## src/rtl/jtvigil_scr2_ctrl.sv

```systemverilog
// jtvigil_scr2_ctrl: rear-layer (scr2) scroll/palette/enable register block.
// The CPU writes shadow registers. Shadow values move to the active outputs
// at the start of vertical blank, so the picture never changes mid-frame.
// A registered scrolled horizontal position is produced for the tile fetcher.
//
// Build option:
//   JTVIGIL_SCR2_DBUF_EN defined   -> double-buffered updates at blank start.
//   JTVIGIL_SCR2_DBUF_EN undefined -> writes take effect on the next clock edge,
//                                     and upd_pend stays low.
module jtvigil_scr2_ctrl (
    input  logic        rst,
    input  logic        clk,
    input  logic        pxl_cen,
    input  logic        LVBL,
    input  logic [8:0]  hdump,
    input  logic        io_wr,
    input  logic [1:0]  io_addr,
    input  logic [7:0]  cpu_dout,
    output logic [10:0] scrx,
    output logic [2:0]  scr_pal,
    output logic        scr_en,
    output logic [10:0] scr_hpos,
    output logic        upd_pend
);

    localparam logic [1:0] AddrXLo = 2'd0;
    localparam logic [1:0] AddrXHi = 2'd1;
    localparam logic [1:0] AddrCfg = 2'd2;

    // Shadow registers, written by the CPU
    logic [10:0] shx_q, shx_d;
    logic [2:0]  shpal_q, shpal_d;
    logic        shen_q, shen_d;

    // Active registers, seen by the video side
    logic [10:0] scrx_q, scrx_d;
    logic [2:0]  pal_q, pal_d;
    logic        en_q, en_d;

    logic        pend_q, pend_d;
    logic        lvbl_l_q;
    logic [10:0] hpos_q, hpos_d;

    logic        wr_lo, wr_hi, wr_cfg, wr_any;
    logic        blank_start;

    // Decode the CPU write strobe; address 3 selects nothing
    always_comb begin
        wr_lo  = io_wr && (io_addr == AddrXLo);
        wr_hi  = io_wr && (io_addr == AddrXHi);
        wr_cfg = io_wr && (io_addr == AddrCfg);
        wr_any = wr_lo || wr_hi || wr_cfg;
    end

    // LVBL was high on the previous edge and is low now
    assign blank_start = lvbl_l_q && !LVBL;

    // Shadow register next state; X low and high halves are written independently
    always_comb begin
        shx_d   = shx_q;
        shpal_d = shpal_q;
        shen_d  = shen_q;
        if (wr_lo) begin
            shx_d[7:0] = cpu_dout;
        end
        if (wr_hi) begin
            shx_d[10:8] = cpu_dout[2:0];
        end
        if (wr_cfg) begin
            shpal_d = cpu_dout[2:0];
            shen_d  = cpu_dout[6];
        end
    end

`ifdef JTVIGIL_SCR2_DBUF_EN
    // Blank start copies the pre-write shadow; a write in the same cycle stays pending
    always_comb begin
        scrx_d = scrx_q;
        pal_d  = pal_q;
        en_d   = en_q;
        pend_d = pend_q;
        if (blank_start) begin
            scrx_d = shx_q;
            pal_d  = shpal_q;
            en_d   = shen_q;
            pend_d = 1'b0;
        end
        if (wr_any) begin
            pend_d = 1'b1;
        end
    end
`else
    // Active tracks the shadow directly, so the blank copy would be a no-op
    always_comb begin
        scrx_d = shx_d;
        pal_d  = shpal_d;
        en_d   = shen_d;
        pend_d = 1'b0;
    end
`endif

    // Scrolled position advances only on pixel enables, using the current active X
    always_comb begin
        hpos_d = hpos_q;
        if (pxl_cen) begin
            hpos_d = {2'b00, hdump} + scrx_q;
        end
    end

    // State registers with synchronous reset
    always_ff @(posedge clk) begin
        if (rst) begin
            shx_q    <= 11'd0;
            shpal_q  <= 3'd0;
            shen_q   <= 1'b1;
            scrx_q   <= 11'd0;
            pal_q    <= 3'd0;
            en_q     <= 1'b1;
            pend_q   <= 1'b0;
            lvbl_l_q <= 1'b1;
            hpos_q   <= 11'd0;
        end else begin
            shx_q    <= shx_d;
            shpal_q  <= shpal_d;
            shen_q   <= shen_d;
            scrx_q   <= scrx_d;
            pal_q    <= pal_d;
            en_q     <= en_d;
            pend_q   <= pend_d;
            lvbl_l_q <= LVBL;
            hpos_q   <= hpos_d;
        end
    end

    assign scrx     = scrx_q;
    assign scr_pal  = pal_q;
    assign scr_en   = en_q;
    assign scr_hpos = hpos_q;
    assign upd_pend = pend_q;

endmodule

```

## config.mk

```make
export PLATFORM = sky130hd
export DESIGN_NAME = jtvigil_scr2_ctrl
export DESIGN_NICKNAME = d
export VERILOG_FILES = /design/src/rtl/jtvigil_scr2_ctrl.sv
export SDC_FILE = /design/constraint.sdc
export NUM_CORES = 1
export LEC_CHECK = 0
export BUFFER_PORTS_ARGS = -buffer_cell sky130_fd_sc_hd__buf_2
export CORE_MARGIN = 1.5
export CORE_UTILIZATION = 44
export CTS_CLUSTER_DIAMETER = 80
export DETAILED_ROUTE_END_ITERATION = 12
export HOLD_SLACK_MARGIN = 0.05
export PLACE_DENSITY = 0.75
export SYNTH_ARGS = -nofsm -noshare
export SYNTH_HDL_FRONTEND = slang
export SYNTH_SLANG_ARGS = --single-unit
```

## constraint.sdc

```tcl
create_clock -name clk -period 2.12 [get_ports clk]
set_input_delay 0.106 -clock clk [delete_from_list [all_inputs] [get_ports clk]]
set_output_delay 0.106 -clock clk [all_outputs]
set_load 0.05 [all_outputs]
```

## Word-level counts from Yosys, hierarchy flattened

Cells that the tools add are included.

| word-level totals | value |
|---|---|
| input port bits | 24 |
| word-level logic and storage cells | 12 |
| register bits | 26 |

| operators by class | value |
|---|---|
| add/sub/neg operators | 1 |
| equality and inequality tests | 2 |
| reduce and logical (&&, ||, !) cells | 4 |

Operators by type and width:

| kind | number |
|---|---|
| $add 9x11->11 | 1 |
| $logic_and 1x1->1 | 3 |
| $eq 2x1->1 const B | 1 |
| $eq 2x2->1 const B | 1 |
| $logic_not 2->1 | 1 |

## Logic depth before layout (Yosys ltp)

Gate-level depths: netlist (run 1).

| logic depth | value |
|---|---|
| depth in word-level cells | 2 |
| mapped depth | 8 |
| gate-level depth less buffers | 8 |

## Worst setup path after synthesis (run 1)

No wires, ideal clock.

| timing path | value |
|---|---|
| path kind | register -> register |
| from | reg scrx_q[0] (netlist: scrx[0]) |
| to | reg hpos_q[6] (netlist: scr_hpos[6]) |
| cell stages (with the launch flop) | 9 |
| setup slack | -0.300 ns |
| period minus slack after synthesis | 2.420 ns |
| buffers on the path | 0 |
| data arrival time | 2.324 ns |
| path through | dfxtp_1 ha_1 inv_1 fa_1 nand2b_1 a21oi_4 a31oi_1 or4b_1 o311ai_1 |

| on the way | value |
|---|---|
| word-level cells in the longest chain between the ends | 1 |

Ends and longest elaborated chain:

| what | RTL line | text |
|---|---|---|
| start: declaration | 36 | `logic [10:0] scrx_q, scrx_d;` |
| start signal: assignment | 126 | `scrx_q <= scrx_d;` |
| $add 9x11->11 | 106 | `hpos_d = {2'b00, hdump} + scrx_q;` |
| end signal: assignment | 131 | `hpos_q <= hpos_d;` |
| end: declaration | 42 | `logic [10:0] hpos_q, hpos_d;` |

Every way passes these cells.
A chain may end at the register's enable or synchronous reset.

## Final worst setup path (run 1)

Ends and elaborated chain as after synthesis.

==> results of run 1 <==
## power groups by stage
| stage | Combinational [W] | Clock, W | Sequential (W) |
|---|---|---|---|
| floorplan | 0.000111 | 0 | 0.000623 |
| global placement | 0.000262 | 0 | 0.000537 |
| detailed placement | 0.000268 | 0 | 0.000538 |
| CTS | 0.000280 | 0.000352 | 0.000528 |
| global route | 0.000303 | 0.000369 | 0.000531 |
| finish | 0.000282 | 0.000339 | 0.000528 |
## cell usage in the layout, fill, tap and decap left out, types with 4 or more instances in the layout
| master | n |
|---|---|
| o21ai_1 | 4 |
| dlygate4sd3_1 | 8 |
| nand2_1 | 6 |
| a21oi_1 | 7 |
| ha_1 | 8 |
| dfxtp_1 | 24 |
| inv_1 | 6 |
| nor2_1 | 27 |
| buf_2 | 48 |
| mux2i_1 | 16 |
| xor2_1 | 4 |
## cell families after synthesis
family	after synthesis	synth area share [%]
XOR/XNOR	6	3.83
multiplexers	16	11.7
AND/OR/NAND/NOR	48	17.1
flip-flops	26	37.9
AO/OA/AOI/OAI	31	15.3
adder cells (fa/ha/maj)	10	9.66
buffers and inverters	14	4.19
other	1	0.273
## layer usage
layer / vias to the layer above / global-route usage (%) / share of wire [%]
li1: 636 / - / -
met2: 32 / 33.8 / 49
met1: 578 / 25.9 / 46
met5: - / 0 / 0
met3: 4 / 3.30 / 4.1
met4: 0 / 7.47 / 0.96
## cell type report
cell class,count,share of cell area [%]
Multi-Input combinational cell,112,45.5
Sequential cell,26,29.3
Timing Repair Buffer,58,18.7
Tap cell,33,2.30
Clock inverter,1,1.67
Clock buffer,3,1.26
Inverter,6,1.26
## stage by stage
step	instance area [um2]	std cells	power (W)	setup slack, ns
after floorplan	1390	152	0.000735	0.0216
after global routing	1790	239	0.00120	0.0349
final	1790	239	0.00115	0.108
after global placement	1650	227	0.000799	0.149
after detailed placement	1650	227	0.000806	0.0557
after CTS	1780	239	0.00116	0.0250
## worst max path at each step
stage,startpoint,end,slack [ns],cells after the start
final,scrx[0],scr_hpos[6],0.11,8
after global routing,scrx[0],scr_hpos[6],0.03,8
after CTS,scrx[0],scr_hpos[6],0.03,8
after detailed placement,scrx[0],scr_hpos[6],0.06,8
after global placement,scrx[0],scr_hpos[6],0.15,8
after floorplan,scrx[1],scr_hpos[6],0.02,7
## what timing repair did
item / 4_1_cts / 5_1_grt
setup endpoints to repair: 0 / 2
hold buffers: 8 / 0
hold endpoints to repair: 8 / 0
resized for setup: 0 / 2
## registers in the layout (all words and copies together) (netlist names)
signal,cells
scr_hpos,11
scrx,11
scr_pal,3
scr_en,1
## critical path, stage by stage (launching register included)
cell	delay [ns]
dfxtp_4	0.39
ha_4	0.13
inv_1	0.05
fa_2	0.35
nand2b_4	0.16
a21oi_4	0.13
a31oi_1	0.11
or4b_1	0.48
o311ai_1	0.12
==> results.json, run 1 <==
{
  "synthTopCellsByCount": "nor2_1 (27), dfxtp_1 (26), mux2i_1 (16), ha_1 (9), a21oi_1 (7)",
  "antenna_found_initial": 0,
  "period_share_pct": 94.9,
  "critPathKind": "flop to flop",
  "pin_count": 51,
  "hp-start": "hdump[0]",
  "synth-edff-count": 0,
  "power_frac_clock_pct": 29.5,
  "rr_worst_depth": 8,
  "fillers": 269,
  "nNetsFinal": 241,
  "synth_most_common_cell": "nor2_1",
  "antennaDiodeCount": 0,
  "cap_violations": 0,
  "period_needed_ns": 2.01,
  "ir_drop_mv": 0.539,
  "clk_latency_ns": 0.32,
  "p_comb_share_pct": 24.6,
  "htreeDepth": 1,
  "holdCritPathClass": "input port to flop",
  "r2r_start": "scrx[0]",
  "internal_power_w": 0.000800,
  "drtPass1Iterations": 4,
  "grtUsageTotal_pct": 20.1,
  "hold_violations": 0,
  "grt_remaining_overflow": 0,
  "cts_root_buf": "clkbuf_4",
  "die_w_um": 58.9,
  "crit_arrival_ns": 2.23,
  "async_flop_share_pct": 0,
  "hold_end": "scr_hpos[0]",
  "cp-end-kind": "flop",
  "hpwl_mm": 2.37,
  "cts_buffers": 3,
  "grt_first_pass_wirelength_mm": 5.31,
  "r2r-end": "scr_hpos[6]",
  "yosysTopAreaCellShare_pct": 37.9,
  "drt_iter0_drc": 34,
  "slew_violations": 0,
  "drive_gt1_share_pct": 29.1,
  "finalSetupTns_ns": 0,
  "rsz0062_at_grt": "false",
  "timing.fmax_ghz": 0.497,
  "ys_ff_latch": 26,
  "wl_per_cell_um": 13.6,
  "area_delta_synth_final_pct": 30.7,
  "p_leak_nw": 0.897,
  "slew_headroom_pct": 62.6,
  "register_area_um2": 526,
  "synth_area_leaders": "dfxtp_1 (38%), mux2i_1 (12%), ha_1 (8.2%)",
  "synth_top_area_cell": "dfxtp_1",
  "cp-start-kind": "flop",
  "cts_tree": "built",
  "timing.hold.ws_ns": 0.174,
  "num_rows": 20,
  "rrSetupSlack_ns": 0.11,
  "syn_area_per_cell_um2": 9.03,
  "grt_max_degree": 33,
  "syn_inst": 152,
  "p_sw_w": 0.000349,
  "viasPerCell": 5.23,
  "multiInputGateArea_um2": 817,
  "status": "completed",
  "p_seq_share_pct": 45.9,
  "coreArea_um2": 3000,
  "initial_utilization_pct": 45.7,
  "ys.warnings.count": 0,
  "p_sw_share_pct": 30.4,
  "vias": 1250,
  "detail-route-antenna-nets": 0,
  "dieArea_um2": 3460,
  "post-cts-setup-buffers": 0,
  "worstPathMaxFanout": 3,
  "min_path_cells": 4,
  "syn_nets": 186,
  "fin_util_pct": 59.8,
  "powerDensity_nw_per_um2": 640,
  "worstMarginPinSlew_ns": 0.562,
  "finClkSkew_ns": 0.00135,
  "yosysUniqueCellTypes": 34,
  "syn-cell-area_um2": 1370,
  "port-buffer-count": 48,
  "clk_path_buf_depth": 2,
  "wl_mm": 3.24,
  "setup_viol_count_final": 0,
  "gp_congestion": 0.958,
  "worstPathRequired_ns": 2.34,
  "grt_pass1_vias": 1214,
  "die_h_um": 58.9,
  "post-route-drc-count": 0,
  "clk_pin_slew_worst_paths_ns": 0.14,
  "cts_sinks": 26,
  "yosysSeqAreaShare_pct": 37.9,
  "ys.flop_type": "dfxtp_1"
}
Note: power is estimated with default switching activity, not from simulation.
==> run 2, diff against run 1 <==
--- a/config.mk
+++ b/config.mk
@@ -6,12 +6,14 @@
 export NUM_CORES = 1
 export LEC_CHECK = 0
 export BUFFER_PORTS_ARGS = -buffer_cell sky130_fd_sc_hd__buf_2
+export CELL_PAD_IN_SITES_DETAIL_PLACEMENT = 0
+export CELL_PAD_IN_SITES_GLOBAL_PLACEMENT = 2
 export CORE_MARGIN = 1.5
-export CORE_UTILIZATION = 44
+export CORE_UTILIZATION = 25
 export CTS_CLUSTER_DIAMETER = 80
 export DETAILED_ROUTE_END_ITERATION = 12
-export HOLD_SLACK_MARGIN = 0.05
-export PLACE_DENSITY = 0.75
+export PLACE_DENSITY_LB_ADDON = 0.1
+export SETUP_SLACK_MARGIN = 0.2
 export SYNTH_ARGS = -nofsm -noshare
 export SYNTH_HDL_FRONTEND = slang
 export SYNTH_SLANG_ARGS = --single-unit
==> results.json, run 2 (synthesis gave the netlist of run 1 again) <==
{
  "viasPerCell": 4.59,
  "critPathKind": "flop to flop",
  "grt_remaining_overflow": 0,
  "drtPass1Iterations": 4,
  "cts_buffers": 3,
  "coreArea_um2": 5200,
  "vias": 1235,
  "clk_path_buf_depth": 2,
  "critPathTopFamily": "simple AND/OR/NAND/NOR gates",
  "cts_sinks": 26,
  "r2r_start": "scrx[0]",
  "crit_arrival_ns": 2.16,
  "grt_first_pass_wirelength_mm": 5.95,
  "p_leak_nw": 0.865,
  "hpwl_mm": 2.77,
  "critPathBufInv": 1,
  "worstPathRequired_ns": 2.31,
  "ctsHoldBuffers": 0,
  "detail-route-antenna-nets": 0,
  "fillers": 596,
  "finClkSkew_ns": 0.00328,
  "worstMarginPinSlew_ns": 0.573,
  "rsz0062_at_grt": "true",
  "period_needed_ns": 1.98,
  "slowest_stage": "or4b_1",
  "num_rows": 26,
  "crit_chain": "ha_4, inv_1, fa_2, nand2b_4, a21oi_4, a31oi_1, or4b_1, o311ai_1",
  "post-route-drc-count": 0,
  "slowest_delay_ns": 0.47,
  "hp-start": "cpu_dout[5]",
  "setup_viol_count_final": 0,
  "cap_violations": 0,
  "antenna_found_initial": 0,
  "grt_max_degree": 33,
  "ir_drop_mv": 0.231,
  "slew_violations": 0,
  "pin_count": 51,
  "clk_latency_ns": 0.27,
  "initial_utilization_pct": 26.4,
  "slew_headroom_pct": 61.8,
  "clk_pin_slew_worst_paths_ns": 0.10,
  "powerDensity_nw_per_um2": 619,
  "wl_per_cell_um": 13.2,
  "die_h_um": 77.1,
  "cp-end-kind": "flop",
  "layout_common_cells": "buf_2 (48), nor2_1 (27), dfxtp_1 (23)",
  "die_w_um": 77.1,
  "grt_pass1_vias": 1226,
  "holdCritPathClass": "input port to flop",
  "drive_gt1_share_pct": 30.7,
  "port-buffer-count": 48,
  "antennaDiodeCount": 0,
  "area_delta_synth_final_pct": 28.5,
  "cts_resized": 0,
  "wl_mm": 3.56,
  "timing.final.ws_setup_ns": 0.145,
  "finalSetupTns_ns": 0,
  "fin_cells": 269,
  "dpl.cell_count": 263,
  "gp_congestion": 0.778,
  "htreeDepth": 1,
  "multiInputGateArea_um2": 817,
  "timing.hold.ws_ns": 0.0669,
  "register_area_um2": 529,
  "hold_violations": 0,
  "nNetsFinal": 234,
  "cts_tree": "built",
  "cp-startpoint": "scrx[0]",
  "status": "completed",
  "grtUsageTotal_pct": 12.6,
  "drt_iter0_drc": 39,
  "mostFrequentLayoutCell": "buf_2",
  "timing.fmax_ghz": 0.506,
  "worstPathMaxFanout": 3,
  "period_share_pct": 93.2,
  "cts_root_buf": "clkbuf_8",
  "cp-start-kind": "flop",
  "dieArea_um2": 5940,
  "post-place-ws_ns": 0.113
}
run 2: cell types whose count changed in the layout (fill, tap and decap cells not counted), sizes merged:
cell / previous run / this run
buf: 50 / 51
clkinv: 0 / 1
bufinv: 1 / 0
dlygate4sd3: 8 / 0
run 2: metrics by stage:
stage	total power [W]	utilization (%)	instance area (um2)
floorplan	0.000736	-	1400
global placement	0.000807	32.7	1700
detailed placement	0.000810	32.7	1700
CTS	0.00111	33.9	1760
global route	0.00116	33.9	1760
finish	0.00109	33.9	1760
run 2: worst min-delay path: stages:
cell and delay [ns]:
buf_2 0.08, mux2i_1 0.06, nor2_1 0.07
run 2: path summary, 6_finish.rpt:
check | endpoint | slack [ns] | cells past startpoint
worst max-delay path | scr_hpos[6] | 0.14 | 8
worst min-delay path | scrx[5] | 0.07 | 3
worst max register to register | scr_hpos[6] | 0.14 | 8
worst min register to register | scr_hpos[7] | 0.45 | 2
run 2: where the power goes:
part,switching [W],internal (W)
clock network,0.000165,0.000130
registers,0.0000144,0.000511
logic,0.000185,0.0000874
run 2: layout make-up:
cell class / count / share of cell area [%]
clock buffer: 3 / 2.34
inverter: 6 / 1.28
clock inverter: 1 / 0.213
sequential: 26 / 30.0
tap: 70 / 4.96
multi-input combinational: 112 / 46.3
timing repair buffer: 51 / 14.9
run 2: what timing repair did:
| action | CTS | global route |
|---|---|---|
| setup buffers | 2 | 0 |
| endpoints found under the setup margin | 1 | 3 |
| pin swaps | 1 | 0 |
run 2: layer usage:
layer  routed length (um)  global-route usage (%)  share of wire [%]
met5                    0                       0                  0
met2                 1800                    22.4                 51
met1                 1600                    15.4                 45
met4                   23                    3.82               0.65
met3                  132                    2.14                3.7
